==> config.mk <==
export PLATFORM = sky130hd
export DESIGN_NAME = tlul_reg_responder
export DESIGN_NICKNAME = d
export VERILOG_FILES = /design/src/rtl/tlul_reg_responder.sv
export SDC_FILE = /design/constraint.sdc
export NUM_CORES = 1
export LEC_CHECK = 0
export BUFFER_PORTS_ARGS = -buffer_cell sky130_fd_sc_hd__buf_2
export CORE_ASPECT_RATIO = 0.5
export CORE_MARGIN = 2
export CORE_UTILIZATION = 55
export DETAILED_ROUTE_END_ITERATION = 12
export GPL_TIMING_DRIVEN = 0
export HOLD_SLACK_MARGIN = 0.03
export PLACE_DENSITY = 0.74
export SLEW_MARGIN = 20
export SYNTH_ARGS = -nofsm -noshare
export SYNTH_HDL_FRONTEND = slang
export SYNTH_SLANG_ARGS = --single-unit
==> constraint.sdc <==
create_clock -name clk_i -period 4.2 [get_ports clk_i]
set_input_delay 0.21 -clock clk_i [delete_from_list [all_inputs] [get_ports clk_i]]
set_output_delay 0.21 -clock clk_i [all_outputs]
set_load 0.05 [all_outputs]
==> src/rtl/tlul_reg_responder.sv <==
// tlul_pkg: minimal TL-UL channel structs shared by the responder and its users.
// tlul_reg_responder: TL-UL device endpoint that services A-channel requests against a word
// register file after Latency wait states and queues D-channel responses in a small FIFO.
//   clk_i      clock
//   rst_ni     asynchronous active-low reset
//   tl_i       host-to-device: A channel plus d_ready
//   tl_o       device-to-host: D channel plus a_ready
//   busy_o     FSM not idle or responses still queued
//   err_cnt_o  saturating count of error responses pushed
package tlul_pkg;

    typedef struct packed {
        logic        a_valid;
        logic [2:0]  a_opcode;
        logic [1:0]  a_size;
        logic [7:0]  a_source;
        logic [31:0] a_address;
        logic [3:0]  a_mask;
        logic [31:0] a_data;
        logic        d_ready;
    } tl_h2d_t;

    typedef struct packed {
        logic        d_valid;
        logic [2:0]  d_opcode;
        logic [2:0]  d_param;
        logic [1:0]  d_size;
        logic [7:0]  d_source;
        logic        d_sink;
        logic [31:0] d_data;
        logic        d_user;
        logic        d_error;
        logic        a_ready;
    } tl_d2h_t;

endpackage

module tlul_reg_responder
    import tlul_pkg::*;
#(
    parameter int unsigned NumRegs  = 16,
    parameter int unsigned Latency  = 2,
    parameter int unsigned RspDepth = 2
) (
    input  logic       clk_i,
    input  logic       rst_ni,
    input  tl_h2d_t    tl_i,
    output tl_d2h_t    tl_o,
    output logic       busy_o,
    output logic [7:0] err_cnt_o
);

    localparam int unsigned AW       = $clog2(NumRegs);
    localparam int unsigned PtrW     = (RspDepth > 1) ? $clog2(RspDepth) : 1;
    localparam int unsigned CntW     = $clog2(RspDepth + 1);
    localparam bit          ZeroLat  = (Latency == 0);
    localparam logic [3:0]  WaitInit = (Latency > 0) ? 4'(Latency - 1) : 4'd0;

    typedef enum logic [0:0] {StIdle, StWait} state_e;

    typedef struct packed {
        logic [2:0]  opcode;
        logic [1:0]  size;
        logic [7:0]  source;
        logic [31:0] address;
        logic [3:0]  mask;
        logic [31:0] data;
    } req_t;

    typedef struct packed {
        logic [2:0]  opcode;
        logic [1:0]  size;
        logic [7:0]  source;
        logic [31:0] data;
        logic        error;
    } rsp_t;

    state_e            state_q;
    logic [3:0]        wait_q;
    req_t              req_q;
    logic              ready_q;
    logic [31:0]       regs_q [NumRegs];
    rsp_t              fifo_q [RspDepth];
    logic [PtrW-1:0]   wptr_q, rptr_q;
    logic [CntW-1:0]   cnt_q;
    logic [7:0]        err_cnt_q;

    logic    a_ready, hs, exec_en, pop, err, is_get;
    req_t    req_in, exec_req;
    rsp_t    rsp;
    logic [AW-1:0] idx;

    // ready_q holds a_ready low during reset and through the first edge after release.
    assign a_ready = ready_q && (state_q == StIdle) && (cnt_q < CntW'(RspDepth));
    assign hs      = tl_i.a_valid && a_ready;
    assign pop     = (cnt_q != '0) && tl_i.d_ready;

    assign req_in = '{opcode: tl_i.a_opcode, size: tl_i.a_size, source: tl_i.a_source,
                      address: tl_i.a_address, mask: tl_i.a_mask, data: tl_i.a_data};

    // With zero latency the live A-channel request executes in its handshake cycle.
    assign exec_req = ZeroLat ? req_in : req_q;
    assign exec_en  = ZeroLat ? hs : ((state_q == StWait) && (wait_q == 4'd0));

    assign idx    = exec_req.address[AW+1:2];
    assign is_get = (exec_req.opcode == 3'd4);

    always_comb begin
        err = 1'b0;
        if (!(exec_req.opcode inside {3'd0, 3'd1, 3'd4})) err = 1'b1;
        if (exec_req.address[1:0] != 2'b00)               err = 1'b1;
        if ((exec_req.address >> (AW + 2)) != 32'd0)      err = 1'b1;
        if (exec_req.size > 2'd2)                         err = 1'b1;
        if ((exec_req.opcode == 3'd0) && ((exec_req.size != 2'd2) || (exec_req.mask != 4'hF)))
            err = 1'b1;
    end

    always_comb begin
        rsp        = '0;
        rsp.opcode = is_get ? 3'd1 : 3'd0;
        rsp.size   = exec_req.size;
        rsp.source = exec_req.source;
        rsp.error  = err;
        rsp.data   = (is_get && !err) ? regs_q[idx] : 32'd0;
    end

    // Request FSM: only one request is ever in flight, so a FIFO slot is free at execute.
    always_ff @(posedge clk_i or negedge rst_ni) begin
        if (!rst_ni) begin
            state_q <= StIdle;
            wait_q  <= 4'd0;
            req_q   <= '0;
            ready_q <= 1'b0;
        end else begin
            ready_q <= 1'b1;
            unique case (state_q)
                StIdle: begin
                    if (hs && !ZeroLat) begin
                        state_q <= StWait;
                        wait_q  <= WaitInit;
                        req_q   <= req_in;
                    end
                end
                StWait: begin
                    if (wait_q == 4'd0) state_q <= StIdle;
                    else                wait_q  <= wait_q - 4'd1;
                end
                default: state_q <= StIdle;
            endcase
        end
    end

    always_ff @(posedge clk_i or negedge rst_ni) begin
        if (!rst_ni) begin
            for (int i = 0; i < int'(NumRegs); i++) regs_q[i] <= '0;
        end else if (exec_en && !err && !is_get) begin
            for (int b = 0; b < 4; b++) begin
                if (exec_req.mask[b]) regs_q[idx][8*b +: 8] <= exec_req.data[8*b +: 8];
            end
        end
    end

    // Payload storage needs no reset: cnt_q gates visibility of every entry.
    always_ff @(posedge clk_i) begin
        if (exec_en) fifo_q[wptr_q] <= rsp;
    end

    always_ff @(posedge clk_i or negedge rst_ni) begin
        if (!rst_ni) begin
            wptr_q    <= '0;
            rptr_q    <= '0;
            cnt_q     <= '0;
            err_cnt_q <= 8'd0;
        end else begin
            if (exec_en) wptr_q <= (wptr_q == PtrW'(RspDepth - 1)) ? '0 : wptr_q + 1'b1;
            if (pop)     rptr_q <= (rptr_q == PtrW'(RspDepth - 1)) ? '0 : rptr_q + 1'b1;
            if (exec_en && !pop)      cnt_q <= cnt_q + 1'b1;
            else if (!exec_en && pop) cnt_q <= cnt_q - 1'b1;
            if (exec_en && err && (err_cnt_q != 8'hFF)) err_cnt_q <= err_cnt_q + 8'd1;
        end
    end

    always_comb begin
        tl_o          = '0;
        tl_o.a_ready  = a_ready;
        tl_o.d_valid  = (cnt_q != '0);
        tl_o.d_opcode = fifo_q[rptr_q].opcode;
        tl_o.d_size   = fifo_q[rptr_q].size;
        tl_o.d_source = fifo_q[rptr_q].source;
        tl_o.d_data   = fifo_q[rptr_q].data;
        tl_o.d_error  = fifo_q[rptr_q].error;
    end

    assign busy_o    = (state_q != StIdle) || (cnt_q != '0);
    assign err_cnt_o = err_cnt_q;

endmodule

# Word level (Yosys, flattened, before mapping)
# Memory sizes are Yosys's and may differ from the RTL's.
# Cells that the tools add are included.
# word_totals
elab_cells,119
in_bits,85
reg_bits,611
latch_bits,0
rom_bits,0
mem_count,1
mem_bits_rw,88
# mem_list
name,words,word_bits,read_ports,rd_clocked_by_memory_dff,write_ports,line,text
fifo_q,2,44,1,0,1,83,rsp_t fifo_q [RspDepth];
# classes
eq_ne,7
addsub,6
reduce_logical,29
n_lt_le_gt_ge,4
n_mux,41
div_mod_pow,0
multipliers,0
bitwise,2
shift,0
# ops
cell,count
2-to-1 mux 512 bit,7
bitwise mux 512 bit,4
demux 32 bit (select 4 bit),4
binary-select mux 32 bit (select 4 bit),1
2-to-1 mux 32 bit,4
nonzero test 32 bit,1
2-to-1 mux 24 bit,1
2-to-1 mux 16 bit,1
logical AND 1 bit,14
2-to-1 mux 1 bit,12
adder 8 x 1 -> 8 bit (second input constant),1
2-to-1 mux 4 bit,2
2-to-1 mux 8 bit,1
inequality test 8 bit (second input constant),1
case mux 4 bit (2 select lines),1
inequality test 2 bit (second input constant),3
nonzero test 2 bit,3
greater-or-equal comparator 5 bit (second input constant),1
less-than comparator 5 x 1 -> 1 bit (second input constant),1
NOT 4 -> 5 bit,1
logical NOT 1 bit,4
logical NOT 4 bit,1
2-to-1 mux 2 bit,2
inequality test 4 bit (second input constant),1
other kinds (14),17

# Depth between registers and ports, before layout
# depth
word_depth,19
mapped_depth,8
mapped_depth_nobuf,8

# Worst setup path after synthesis
# OpenSTA, ideal clock, no wires.
# synth_timing
path_type,reg2reg
start,reg wait_q[0]
end,"mem fifo_q[0][0] (netlist name), enable pin"
path_slack_ps,1124
t_arrival_ps,2630
stages_incl_launch_ff,5
n_path_buf,0
path_cell_list,dfrtp_1 -> inv_1 -> ha_1 -> nand3_1 -> nor2_1
# synth_via
elab_chain_len,4
# synth_rtl
element,line,text
from (decl),79,logic [3:0] wait_q;
from (signal assigned),140,wait_q <= WaitInit;
from (signal assigned),146,else wait_q <= wait_q - 4'd1;
logical NOT 4 bit,103,assign exec_en = ZeroLat ? hs : ((state_q == StWait) && (wait_q == 4'd0));
logical AND 1 bit,103,
2-to-1 mux 1 bit,165,if (exec_en) fifo_q[wptr_q] <= rsp;
2-to-1 mux 1 bit (implied by the code),165,
to (decl),83,
# Every way passes these cells.

==> results.rst <==
.. list-table::
   :header-rows: 1

   * - Metric
     - Value
   * - Run status
     - finished, final reports clean
   * - Largest family of logic cells by synthesized area
     - multiplexers
   * - Critical Path End Type
     - flip-flop
   * - Clock Latency Late Sink
     - 610 ps
   * - Post-synthesis share of cell area spent on and, or, nand and nor gates
     - 4.08%
   * - Max Buffers Root-to-Sink
     - 3
   * - Largest cells by area after synthesis
     - sky130_fd_sc_hd__dfrtp_1 (50%), sky130_fd_sc_hd__mux2_2 (23%), sky130_fd_sc_hd__mux4_2 (12%)
   * - Io pins
     - 147
   * - Remaining Overflow, GRT
     - 0
   * - Proportion of netlist area held by the largest area contributor
     - 49.8%
   * - Share of the clock period used by the worst path after layout
     - 96.0%
   * - Hold buffer count at cts
     - 83
   * - Root cell of the clock tree
     - sky130_fd_sc_hd__clkbuf_16
   * - Netlist area before placement
     - 30700 um2
   * - Time the worst path needs with I/O delays and setup
     - 4030 ps
   * - Dominant cell type by area after synthesis
     - sky130_fd_sc_hd__dfrtp_1
   * - Synth Area in XOR/XNOR
     - 0.399%
   * - Fraction of the mapped netlist area in compound gates
     - 0.147%
   * - Proportion of synthesized area in mux cells
     - 35.1%
   * - Vias
     - 17597
   * - Internal
     - 12200 uW
   * - TritonCTS buffer count
     - 60
   * - Placer congestion estimate
     - 0.901
   * - Sequential fraction of the synthesis area
     - 58.4%
   * - Net switching share of the total power
     - 34.9%
   * - Mean number of vias per cell
     - 6.03
   * - Count of standard-cell rows
     - 61
   * - Top-count cell post-synth
     - sky130_fd_sc_hd__mux2_2
   * - Relative contribution of combinational cells to total power
     - 27.7%
   * - Clock Pin Slew Worst Setup and Hold Paths
     - 70 ps
   * - Number of global-route vias before repair
     - 18351
   * - First-pass iteration count of the detailed router
     - 5
   * - H-Tree Level Count
     - 2
   * - Filler Cell Count
     - 3957
   * - Headroom to the max-slew limit
     - 23.9%
   * - Drt first-iter violations
     - 1513
   * - Commonest cells in the netlist
     - sky130_fd_sc_hd__mux2_2 (638), sky130_fd_sc_hd__dfrtp_1 (611), sky130_fd_sc_hd__mux4_2 (160)
   * - Post-CTS setup-driven buffer insertion count
     - 0
   * - Buffers added on ports
     - 139
   * - Distinct cell type count of the synthesized netlist
     - 38
   * - Achievable Freq
     - 248 MHz
   * - Synthesis-to-layout area growth
     - 15.4%
   * - CTS tree
     - built
   * - Top flip-flop cell by instance count after synthesis
     - sky130_fd_sc_hd__dfrtp_1
   * - Type of the worst min-delay path
     - in2async
   * - RSZ-0062 raised after global routing
     - no
   * - Max VDD drop
     - 0.369 mV
   * - Initial core utilization
     - 55.5%
   * - Final wirelength
     - 73100 um
   * - Arrival time of data at the critical path endpoint
     - 4500 ps
   * - Setup-violating endpoint count in the final report
     - 0
   * - Total number of clock tree sinks
     - 699
   * - Data required time of the critical path
     - 4670 ps
   * - Critical path peak fanout
     - 10
   * - Post-cts repair resize count
     - 0
   * - PnR Total Power
     - 18700 uW
   * - Path type of the worst setup path
     - reg2reg
   * - Detail Placement HPWL
     - 48400 um
   * - Hold Vio Cnt, Final
     - 0
   * - Number of register bits inferred by synthesis
     - 699
   * - Nets@finish
     - 2200
   * - Wire per inst
     - 25.0 um
   * - Y dimension of the die
     - 171 um
   * - Core area
     - 55300 um2
   * - Net load switching power
     - 6530 uW
   * - Mean instance size in the synthesized netlist
     - 17.0 um2
   * - Maximum number of pins on one net before global-route repair
     - 97
   * - Leakage power
     - 0.0167 uW
   * - Placed Area
     - 32700 um2
   * - Number of flops mapped to enable cells by yosys
     - 88
   * - Finished Cell Area
     - 35400 um2
   * - Async S/R FF share, synth
     - 87.4%
   * - Die outline area
     - 57900 um2
   * - Sequential group share of total power
     - 42.8%
   * - Die Width
     - 338 um
   * - Total routing usage reported by global routing
     - 25.9%
   * - Max-Cap Viols
     - 0
   * - Count of unresolved DRC violations after routing
     - 0
   * - Slew Limit Fails
     - 0
   * - Yosys warns
     - 0
   * - Type of element launching the critical path
     - flip-flop
   * - Share of synthesized cell area in full adder, half adder and majority cells
     - 0.122%
   * - Ratio of cells with drive above 1 in the final layout
     - 50.9%
   * - PD cells
     - 528 nW/um2
   * - Routed Antenna Nets
     - 0
   * - Global-route wire length before repair
     - 112000 um
   * - Clock share of power
     - 29.6%
   * - Antenna violations before repair
     - 2
   * - Post-Syn Instances
     - 1812
   * - Slew of the pin with the lowest slew margin
     - 1130 ps
   * - Post-route clock skew
     - 12.4 ps
cells in the final DEF (no fill, tap or decap), types with 19 or more instances in the layout:
master                          Yosys  routed
sky130_fd_sc_hd__mux2_2           638     638
sky130_fd_sc_hd__dlygate4sd3_1      0      83
sky130_fd_sc_hd__clkbuf_16          0      63
sky130_fd_sc_hd__buf_2             16     158
sky130_fd_sc_hd__and3_1            32      32
sky130_fd_sc_hd__nand4_1           45      45
sky130_fd_sc_hd__nand4_4           19      19
sky130_fd_sc_hd__clkbuf_1          87      97
sky130_fd_sc_hd__mux4_2           160     160
sky130_fd_sc_hd__edfxtp_1          88      88
sky130_fd_sc_hd__dfrtp_1          611     611
routing by layer:
metal	GRT usage, %	vias up	part of all wire, %	wire (um)
met5	0	-	0	0
met4	6.81	0	2.6	1910
met3	4.73	124	6.4	4700
met2	40.9	533	46	33800
met1	37.7	9396	45	32700
li1	-	7544	-	-
state kept, by name, indices dropped and copies added (netlist names):
register,count
exec_req,81
fifo_q,88
wptr_q,1
state_q,1
regs_q,512
wait_q,4
err_cnt_o,8
rptr_q,1
cnt_q,2
ready_q,1
path summary, 6_finish.rpt:
check / from / end / slack (ps) / cells past startpoint
worst max-delay path: exec_req[76]$_DFFE_PN0P_ / fifo_q[1][18]$_DFFE_PP_ / 170 / 7
worst min-delay path: rst_ni / regs_q[59]$_DFFE_PN0P_ / 190 / 2
worst max register to register: exec_req[76]$_DFFE_PN0P_ / fifo_q[1][18]$_DFFE_PP_ / 170 / 7
worst min register to register: exec_req[69]$_DFFE_PN0P_ / fifo_q[1][34]$_DFFE_PP_ / 470 / 0
max in group asynchronous: rst_ni / exec_req[46]$_DFFE_PN0P_ / 2590 / 4
min in group clk_i: tl_i[3] / exec_req[2]$_DFFE_PN0P_ / 350 / 3
through the flow:
step	setup TNS, ps	util [%]	hold WS (ps)	worst slack [ps]	cells
after floorplan	0	-	-85.6	1120	1818
after global placement	-6085500	58.5	442	-9980	2713
after detailed placement	0	59.0	265	344	2723
after CTS	0	64.0	211	329	2917
after global routing	0	64.0	223	57.6	2917
final	0	64.1	187	167	2919
layout make-up:
type | count | area [um2] | share of cell area, %
timing repair buffer | 232 | 1780 | 5.01
antenna | 2 | 5.00 | 0.0141
tap | 756 | 946 | 2.67
buffer | 120 | 527 | 1.49
clock inverter | 23 | 169 | 0.477
clock buffer | 88 | 1770 | 5.00
multi-input combinational | 995 | 12300 | 34.7
sequential | 699 | 17900 | 50.6
inverter | 4 | 15.0 | 0.0424
kinds of logic after synthesis:
group | after synthesis
other | 2
flip-flops | 699
AND/OR/NAND/NOR | 166
adder cells (fa/ha/maj) | 3
XOR/XNOR | 14
multiplexers | 798
buffers and inverters | 124
AO/OA/AOI/OAI | 6
power by group through the flow:
stage               Combinational (uW)  Clock (uW)  Sequential [uW]
floorplan                         3450           0             7970
global placement                  5000           0             8120
detailed placement                5130           0             8120
CTS                               5210        5620             8000
global route                      5530        5910             8090
finish                            5170        5530             8000
worst max-delay path, cell delays in order (launching register included):
cell and delay [ps]:
sky130_fd_sc_hd__dfrtp_1 510, sky130_fd_sc_hd__and4b_1 310, sky130_fd_sc_hd__nand3_1 230, sky130_fd_sc_hd__a2111oi_2 950, sky130_fd_sc_hd__buf_2 400, sky130_fd_sc_hd__clkbuf_1 740, sky130_fd_sc_hd__clkbuf_1 470, sky130_fd_sc_hd__and3_1 280
Note: power is estimated with default switching activity, not from simulation.
